--- src/rtl/serial_mag_cmp_ctrl_if.sv ---
// Request/result bus of the serial magnitude comparator controller.
// The requesting datapath uses the master side; the controller uses the slave side.
interface serial_mag_cmp_ctrl_if #(
  parameter int WIDTH = 8,
  parameter int CW    = 3
);
  logic             start;
  logic [WIDTH-1:0] a;
  logic [WIDTH-1:0] b;
  logic             ready;
  logic             busy;
  logic             done;
  logic             eq;
  logic             gt;
  logic             lt;
  logic [CW-1:0]    cycles;

  modport master (
    output start, a, b,
    input  ready, busy, done, eq, gt, lt, cycles
  );

  modport slave (
    input  start, a, b,
    output ready, busy, done, eq, gt, lt, cycles
  );
endinterface

--- src/rtl/serial_mag_cmp_ctrl.sv ---
// Drives one shared combinational 2-bit comparator slice over WIDTH-bit operands, MSB slice first,
// one slice per clock, and registers the first (most significant) difference as the result.
module serial_mag_cmp_ctrl #(
  parameter int WIDTH      = 8,
  parameter int EARLY_EXIT = 1,
  localparam int N         = WIDTH / 2,
  localparam int CW        = $clog2(N + 1),
  localparam int IW        = (N > 1) ? $clog2(N) : 1
) (
  input  logic                clk,
  input  logic                rst_n,
  serial_mag_cmp_ctrl_if.slave bus,
  output logic [1:0]          sl_a,
  output logic [1:0]          sl_b,
  input  logic                sl_eq,
  input  logic                sl_gt
);

  typedef enum logic [1:0] {IDLE, RUN, DONE} state_t;

  state_t           state, state_n;
  logic [WIDTH-1:0] a_reg, b_reg;
  logic [IW-1:0]    idx, idx_n;
  logic [CW-1:0]    cyc, cyc_n;
  logic             diff, diff_n;
  logic             gt_r, gt_r_n;
  logic             eq_q, gt_q, lt_q;
  logic             eq_n, gt_n, lt_n;
  logic             load;
  logic             first_diff;
  logic             gt_sel;

  function automatic logic [1:0] slice_of(input logic [WIDTH-1:0] v, input logic [IW-1:0] i);
    logic [WIDTH-1:0] sh;
    sh = v >> {i, 1'b0};
    return sh[1:0];
  endfunction

  always_ff @(posedge clk or negedge rst_n) begin
    if (!rst_n) begin
      state <= IDLE;
      a_reg <= '0;
      b_reg <= '0;
      idx   <= '0;
      cyc   <= '0;
      diff  <= 1'b0;
      gt_r  <= 1'b0;
      eq_q  <= 1'b0;
      gt_q  <= 1'b0;
      lt_q  <= 1'b0;
    end else begin
      state <= state_n;
      idx   <= idx_n;
      cyc   <= cyc_n;
      diff  <= diff_n;
      gt_r  <= gt_r_n;
      eq_q  <= eq_n;
      gt_q  <= gt_n;
      lt_q  <= lt_n;
      if (load) begin
        a_reg <= bus.a;
        b_reg <= bus.b;
      end
    end
  end

  // A slice whose EQ is set counts as equal even if GT is also asserted.
  always_comb begin
    state_n    = state;
    idx_n      = idx;
    cyc_n      = cyc;
    diff_n     = diff;
    gt_r_n     = gt_r;
    eq_n       = eq_q;
    gt_n       = gt_q;
    lt_n       = lt_q;
    load       = 1'b0;
    first_diff = 1'b0;
    gt_sel     = gt_r;
    case (state)
      IDLE: begin
        if (bus.start) begin
          load    = 1'b1;
          state_n = RUN;
          idx_n   = IW'(N - 1);
          cyc_n   = '0;
          diff_n  = 1'b0;
          gt_r_n  = 1'b0;
          eq_n    = 1'b0;
          gt_n    = 1'b0;
          lt_n    = 1'b0;
        end
      end
      RUN: begin
        cyc_n      = cyc + 1'b1;
        first_diff = !sl_eq && !diff;
        if (first_diff) begin
          diff_n = 1'b1;
          gt_r_n = sl_gt;
          gt_sel = sl_gt;
        end
        if (((EARLY_EXIT != 0) && first_diff) || (idx == '0)) begin
          state_n = DONE;
          eq_n    = !diff_n;
          gt_n    = diff_n && gt_sel;
          lt_n    = diff_n && !gt_sel;
        end else begin
          idx_n = idx - 1'b1;
        end
      end
      DONE: state_n = IDLE;
      default: state_n = IDLE;
    endcase
  end

  always_comb begin
    sl_a = 2'b00;
    sl_b = 2'b00;
    if (state == RUN) begin
      sl_a = slice_of(a_reg, idx);
      sl_b = slice_of(b_reg, idx);
    end
  end

  assign bus.ready  = (state == IDLE);
  assign bus.busy   = (state == RUN);
  assign bus.done   = (state == DONE);
  assign bus.eq     = eq_q;
  assign bus.gt     = gt_q;
  assign bus.lt     = lt_q;
  assign bus.cycles = cyc;

endmodule

--- src/flat_wrapper.sv ---
// flat-port wrapper written by rule: the top's interface ports become plain ports
module serial_mag_cmp_ctrl_flat 
#(
  parameter int WIDTH      = 8,
  parameter int EARLY_EXIT = 1,
  localparam int N         = WIDTH / 2,
  localparam int CW        = $clog2(N + 1),
  localparam int IW        = (N > 1) ? $clog2(N) : 1
)
  (clk, rst_n, sl_a, sl_b, sl_eq, sl_gt, bus_start, bus_a, bus_b, bus_ready, bus_busy, bus_done, bus_eq, bus_gt, bus_lt, bus_cycles);
  serial_mag_cmp_ctrl_if #(.WIDTH(WIDTH), .CW(($clog2((WIDTH / 2) + 1)))) bus_i ();
  input  logic clk;
  input  logic rst_n;
  output logic [1:0] sl_a;
  output logic [1:0] sl_b;
  input  logic sl_eq;
  input  logic sl_gt;
  input wire logic [$bits(bus_i.start)-1:0] bus_start;
  input wire logic [$bits(bus_i.a)-1:0] bus_a;
  input wire logic [$bits(bus_i.b)-1:0] bus_b;
  output wire logic [$bits(bus_i.ready)-1:0] bus_ready;
  output wire logic [$bits(bus_i.busy)-1:0] bus_busy;
  output wire logic [$bits(bus_i.done)-1:0] bus_done;
  output wire logic [$bits(bus_i.eq)-1:0] bus_eq;
  output wire logic [$bits(bus_i.gt)-1:0] bus_gt;
  output wire logic [$bits(bus_i.lt)-1:0] bus_lt;
  output wire logic [$bits(bus_i.cycles)-1:0] bus_cycles;
  assign bus_i.start = bus_start;
  assign bus_i.a = bus_a;
  assign bus_i.b = bus_b;
  assign bus_ready = bus_i.ready;
  assign bus_busy = bus_i.busy;
  assign bus_done = bus_i.done;
  assign bus_eq = bus_i.eq;
  assign bus_gt = bus_i.gt;
  assign bus_lt = bus_i.lt;
  assign bus_cycles = bus_i.cycles;
  serial_mag_cmp_ctrl #(.WIDTH(WIDTH), .EARLY_EXIT(EARLY_EXIT)) u_core (.clk(clk), .rst_n(rst_n), .bus(bus_i), .sl_a(sl_a), .sl_b(sl_b), .sl_eq(sl_eq), .sl_gt(sl_gt));
endmodule
--- config.mk ---
export PLATFORM = sky130hd
export DESIGN_NAME = serial_mag_cmp_ctrl_flat
export DESIGN_NICKNAME = d
export VERILOG_FILES = /design/src/rtl/serial_mag_cmp_ctrl_if.sv /design/src/rtl/serial_mag_cmp_ctrl.sv /design/src/flat_wrapper.sv
export SDC_FILE = /design/constraint.sdc
export NUM_CORES = 1
export LEC_CHECK = 0
export ABC_AREA = 1
export CAP_MARGIN = 20
export CELL_PAD_IN_SITES_DETAIL_PLACEMENT = 1
export CELL_PAD_IN_SITES_GLOBAL_PLACEMENT = 1
export CORE_AREA = 5 5 75 77
export DETAILED_ROUTE_END_ITERATION = 8
export DIE_AREA = 0 0 80 82
export PLACE_DENSITY = 0.78
export SYNTH_ARGS = -nofsm -noshare
export SYNTH_HDL_FRONTEND = slang
export SYNTH_SLANG_ARGS = --single-unit
--- constraint.sdc ---
create_clock -name clk -period 1.5 [get_ports clk]
set_input_delay 0.225 -clock clk [delete_from_list [all_inputs] [get_ports clk]]
set_output_delay 0.225 -clock clk [all_outputs]
set_load 0.1 [all_outputs]
==> reports/results.txt, run 1 <==
most common cell after layout, fill and taps aside - nand2_1
commonest cells after routing, fill and taps aside - nand2_1, dfrtp_1, nand3_1, clkdlybuf4s50_1, nor2_1
Synthesis Warnings - 0
worst setup path category - register to output port
die width - 80 um
routed via count - 1268
Synth cell types - 20
Worst setup SP type - register
root buffer cell - clkbuf_8
crit path max-delay cell type - dfrtp_2
Max Cap Violations - 0
Synth Area in XOR/XNOR - 0%
Rows - 26
final weighted congestion in routability-driven placement - 0.8164
endpoint class of the critical path - output port
Final min period - 1.740 ns
slew margin rel. - 75.89%
Clock transition at path regs - 0.10 ns
Final Setup Violations - 4
clock sink total - 28
fmax - 0.5748 GHz
Mapped Avg Cell Area - 8.275 um2
EDFF count, synth - 0
hpwl dp - 2988 um
DR iter-0 viols - 41
Synth top area share - 49.51%
simple-gate share of the synthesized area - 35.81%
pin count of the biggest net entering global routing - 29
cts bufs inserted - 3
DR vias/cell - 4.372
Total Wirelength - 3951 um
Worst R2R Start - u_core.state[0]$_DFFE_PN0P_
Syn Inst Count - 171
crit path cell chain - buf_6 > nor2_2 > nor2_2 > o21ai_2 > a21oi_4 > buf_12
Compound-Gate Fraction of Synth Area - 8.046%
share of cells above drive strength 1 - 34.55%
die area - 6560 um2
Initial Utilization - 28.62%
Most Frequent Cell on Critical Path - nor2_2
Max stage delay on crit path - 0.47 ns
Post-CTS Hold Buffers - 0
cell taking the most area after synthesis - dfrtp_1
Final Cycle Share - 116.0%
CP Data Arrival Time - 1.51 ns
post-route ant nets - 0
CP Data Required Time - 1.27 ns
Seq/Total Area, Yosys - 49.51%
initial antenna violation count - 0
pre-CTS setup slack - 0.01322 ns
Clock Tree Buf Depth - 2
Main synth FF type - dfrtp_1
Worst-Skew Late Latency - 0.27 ns
Ant. Diodes - 0
Avg WL per Cell - 13.62 um
Min-Delay Path Class - primary input to asynchronous set/reset pin
grt total ovfl - 0
Layout Area Growth over Synthesis - 55.79%
vias in the first global route - 1346
Slew @ Worst Pin - 0.3617 ns
Post-Route Utilization - 44.59%
RSZ-0062 raised after global routing - true
port buffer count - 33
setup ws final - -0.2396 ns
CTS tree - yes
num ports - 34
Final Skew - 0.006365 ns
Remaining DRCs - 0
Max Slew Vio Count - 0
post-synthesis adder-cell area fraction - 1.768%
WP buf/inv - 2
outcome - complete, but fails checks
Worst Setup SP - u_core.idx[0]$_DFFE_PN0P_
Post-layout nets - 244
GRT Util Overall - 12.25%
fill count - 592
largest family of logic cells by synthesized area - simple AND/OR/NAND/NOR gates
critical path's top delay family - flip-flops
Post-Syn Area - 1415 um2
H-tree levels - 1
total core area - 4945 um2
failing checks - setup timing
crit-path max FO - 6
Synth area leaders - dfrtp_1, nand2_1, nand3_1
final cell count without fillers - 290
post-synthesis mux area share - 0%
Final Hold Vio Count - 0
syn nets - 194
hold slack - 0.3219 ns
placed cells - 282
Seq cells post-synth - 28
asr flop ratio synth - 100.0%
Pre-Repair DR Iteration Count - 3
chip height - 82 um
first-pass GRT wire length - 6272 um
[logic make-up after synthesis]
logic type,count (synthesis)
simple gates,106
flops,28
compound gates,21
buf+inv,14
fa+ha+maj,2
[stage by stage]
step | setup TNS (ns) | instance area [um2]
2_1_floorplan | -0.3144 | 1473
6_report | -0.8346 | 2205
3_5_place_dp | 0 | 2081
3_3_place_gp | 0 | 2081
4_1_cts | -0.7348 | 2168
5_1_grt | -1.104 | 2205
[layout make-up]
type	instances	area, um2	area share, %
tap	70	87.58	3.973
timing repair buffer	50	595.6	27.01
inverter	9	36.28	1.646
multi-input combinational	129	724.4	32.86
clock buffer	4	55.05	2.497
sequential	28	705.7	32.01
[cells in the mapped netlist, types with 2 or more instances]
cell type / number
inv_2: 3
o21ai_0: 11
nand3_1: 20
dfrtp_1: 28
inv_1: 6
ha_1: 2
nand2_1: 44
o21ai_1: 2
nor2_1: 22
nand2_2: 13
buf_2: 4
nor2_2: 2
a21oi_1: 5
nand2_4: 3
[final timing paths]
kind,end,cells past startpoint,slack (ns)
max,sl_b[1],6,-0.24
max reg2reg,u_core.idx[0]$_DFFE_PN0P_,7,0.08
min reg2reg,u_core.b_reg[4]$_DFFE_PN0P_,2,0.48
min in group clk,u_core.b_reg[4]$_DFFE_PN0P_,2,0.48
max in group asynchronous,u_core.idx[0]$_DFFE_PN0P_,2,0.88
min,u_core.diff$_DFFE_PN0P_,2,0.32
[layer usage]
| layer | vias up | GRT usage, % | routed length, um |
|---|---|---|---|
| met4 | 0 | 3.041 | 38 |
| met3 | 4 | 2.193 | 112 |
| met5 | - | 0 | 0 |
| met1 | 596 | 15.10 | 1724 |
| li1 | 649 | - | - |
| met2 | 19 | 22.10 | 2076 |
[what timing repair did]
action / 4_1_cts / 5_1_grt
endpoints found under the setup margin: 6 / 4
pin swaps: 3 / 6
setup buffers: 4 / 0
resized for setup: 10 / 12
Power of run 1 is left out: the tool's default activity adds up to more than one toggle a clock period on the data nets, which glitch-free logic cannot reach.
==> run 2: changes to the inputs <==
--- a/config.mk
+++ b/config.mk
@@ -6,13 +6,15 @@
 export NUM_CORES = 1
 export LEC_CHECK = 0
 export ABC_AREA = 1
+export ABC_CLOCK_PERIOD_IN_PS = 1500
 export CAP_MARGIN = 20
 export CELL_PAD_IN_SITES_DETAIL_PLACEMENT = 1
 export CELL_PAD_IN_SITES_GLOBAL_PLACEMENT = 1
-export CORE_AREA = 5 5 75 77
+export CORE_AREA = 5 5 70 72
 export DETAILED_ROUTE_END_ITERATION = 8
-export DIE_AREA = 0 0 80 82
-export PLACE_DENSITY = 0.78
+export DIE_AREA = 0 0 75 77
+export PLACE_DENSITY = 0.86
+export SKIP_CTS_REPAIR_TIMING = 1
 export SYNTH_ARGS = -nofsm -noshare
 export SYNTH_HDL_FRONTEND = slang
 export SYNTH_SLANG_ARGS = --single-unit
==> run 2 against run 1 <==
Highest routed layer unchanged. Via count is 5.9% higher. Sequential cell count did not move. Fmax up 1.1%. Register-to-register slack worse by 0.02 ns. First-iteration DRC count rose by 61%. The flow still finishes with violations (setup timing). Critical endpoint unchanged. Global-route usage grew 2.5 points. Worst setup slack better by 0.019 ns. Non-clock buffer count decreased by 2.
==> reports/results.txt, run 2 (synthesis results as in run 1) <==
Final min period - 1.721 ns (was 1.740 ns)
hpwl dp - 3058 um (was 2988 um)
post-route ant nets - 0 (unchanged)
fmax - 0.5811 GHz (was 0.5748 GHz)
critical path's top delay family - flip-flops (unchanged)
H-tree levels - 1 (unchanged)
clock sink total - 28 (unchanged)
CTS tree - yes (unchanged)
setup ws final - -0.2208 ns (was -0.2396 ns)
slew margin rel. - 75.61% (was 75.89%)
Rows - 24 (was 26)
Worst setup SP type - register (unchanged)
endpoint class of the critical path - output port (unchanged)
Min-Delay Path Class - primary input to asynchronous set/reset pin (unchanged)
GRT Util Overall - 14.72% (was 12.25%)
final weighted congestion in routability-driven placement - 0.7809 (was 0.8164)
share of cells above drive strength 1 - 36.70% (was 34.55%)
Max Slew Vio Count - 0 (unchanged)
root buffer cell - clkbuf_8 (unchanged)
grt total ovfl - 0 (unchanged)
CP Data Arrival Time - 1.50 ns (was 1.51 ns)
Clock transition at path regs - 0.10 ns (about the same)
Clock Tree Buf Depth - 2 (unchanged)
crit path max-delay cell type - dfrtp_2 (unchanged)
initial antenna violation count - 0 (unchanged)
worst setup path category - register to output port (unchanged)
hold slack - 0.3146 ns (was 0.3219 ns)
Layout Area Growth over Synthesis - 55.70% (was 55.79%)
die width - 75 um (was 80 um)
Worst-Skew Late Latency - 0.28 ns (was 0.27 ns)
first-pass GRT wire length - 6637 um (was 6272 um)
DR vias/cell - 4.974 (was 4.372)
Max stage delay on crit path - 0.43 ns (was 0.47 ns)
chip height - 77 um (was 82 um)
routed via count - 1343 (was 1268)
fill count - 474 (was 592)
pin count of the biggest net entering global routing - 29 (unchanged)
Max Cap Violations - 0 (unchanged)
area post-placement - 2028 um2 (was 2081 um2)
Ant. Diodes - 0 (unchanged)
most common cell after layout, fill and taps aside - nand2_1 (unchanged)
die area - 5775 um2 (was 6560 um2)
Total Wirelength - 4327 um (was 3951 um)
pre-CTS setup slack - 0.004330 ns (was 0.01322 ns)
crit path cell chain - inv_1 > nor2_1 > o21ai_2 > a21oi_4 > buf_12 (was buf_6 > nor2_2 > nor2_2 > o21ai_2 > a21oi_4 > buf_12)
DR iter-0 viols - 66 (was 41)
commonest cells after routing, fill and taps aside - nand2_1, dfrtp_1, nand3_1, clkdlybuf4s50_1, nor2_1 (unchanged)
Final Cycle Share - 114.7% (was 116.0%)
Final Skew - 0.005027 ns (was 0.006365 ns)
Slew @ Worst Pin - 0.3659 ns (was 0.3617 ns)
Remaining DRCs - 0 (unchanged)
Post-layout nets - 242 (was 244)
port buffer count - 33 (unchanged)
vias in the first global route - 1316 (was 1346)
total core area - 4234 um2 (was 4945 um2)
Pre-Repair DR Iteration Count - 4 (was 3)
failing checks - setup timing (unchanged)
cts bufs inserted - 3 (unchanged)
Final Hold Vio Count - 0 (unchanged)
crit-path max FO - 5 (was 6)
outcome - complete, but fails checks (unchanged)
WP buf/inv - 2 (unchanged)
RSZ-0062 raised after global routing - true (unchanged)
Initial Utilization - 33.42% (was 28.62%)
Final Setup Violations - 4 (unchanged)
num ports - 34 (unchanged)
CP Data Required Time - 1.27 ns (about the same)
design area - 2203 um2 (was 2205 um2)
Avg WL per Cell - 16.03 um (was 13.62 um)
-- run 2: changes by cell type in the layout (fill, tap and decap cells not counted), moves of 2 or more --
cell and change:
o21ai_1 -3, buf_4 -4, dfrtp_2 +2, nor2_2 +2, dfrtp_1 -2, o21ai_2 +4
-- run 2: final cells by class --
cell class | instances | area [um2] | share of cell area [%]
clock buffers | 4 | 55.05 | 2.499
inverters | 9 | 36.28 | 1.647
multi-input cells | 129 | 742.0 | 33.67
flip-flops and latches | 28 | 708.2 | 32.14
well taps | 52 | 65.06 | 2.953
repair buffers | 48 | 596.8 | 27.09
-- run 2: path summary, 6_finish.rpt --
path / from / endpoint / slack, ns / cells after the start
max: u_core.idx[1]$_DFFE_PN0P_ / sl_b[1] / -0.22 / 5
max in group asynchronous: rst_n / u_core.bus.cycles[1]$_DFFE_PN0P_ / 0.89 / 2
max reg2reg: u_core.idx[1]$_DFFE_PN0P_ / u_core.idx[0]$_DFFE_PN0P_ / 0.06 / 7
min in group clk: u_core.b_reg[0]$_DFFE_PN0P_ / u_core.b_reg[0]$_DFFE_PN0P_ / 0.49 / 2
min reg2reg: u_core.b_reg[0]$_DFFE_PN0P_ / u_core.b_reg[0]$_DFFE_PN0P_ / 0.49 / 2
min: rst_n / u_core.a_reg[6]$_DFFE_PN0P_ / 0.31 / 2
-- run 2: worst register-to-register path: cells and delay by family (launching register included) --
family | cells | cell delay, ns
flops | 1 | 0.43
buf+inv | 1 | 0.14
fa+ha+maj | 1 | 0.25
simple gates | 5 | 0.56
-- run 2: per-layer routing --
metal,vias up,routed length [um],global-route usage [%]
met1,668,1872,20.71
met2,27,2278,24.04
met4,0,73,3.737
li1,642,-,-
met5,-,0,0
met3,6,103,1.176
-- run 2: per-stage QoR --
step / setup TNS, ns / cells / utilization, %
after floorplan: -0.3144 / 171 / -
after global placement: 0 / 260 / 47.90
after detailed placement: 0 / 260 / 47.90
after CTS: -1.278 / 264 / 49.20
after global routing: -1.117 / 270 / 52.04
final: -0.7913 / 270 / 52.04
Power of run 2 is left out for the same reason.
==> run 3: changes to the inputs <==
--- a/config.mk
+++ b/config.mk
@@ -13,6 +13,7 @@
 export CORE_AREA = 5 5 70 72
 export DETAILED_ROUTE_END_ITERATION = 8
 export DIE_AREA = 0 0 75 77
+export GPL_ROUTABILITY_DRIVEN = 0
 export PLACE_DENSITY = 0.86
 export SKIP_CTS_REPAIR_TIMING = 1
 export SYNTH_ARGS = -nofsm -noshare
==> results of run 3 <==
The final DEF is identical to that of run 2; final timing and power are the same.
Power of run 3 is left out for the same reason.
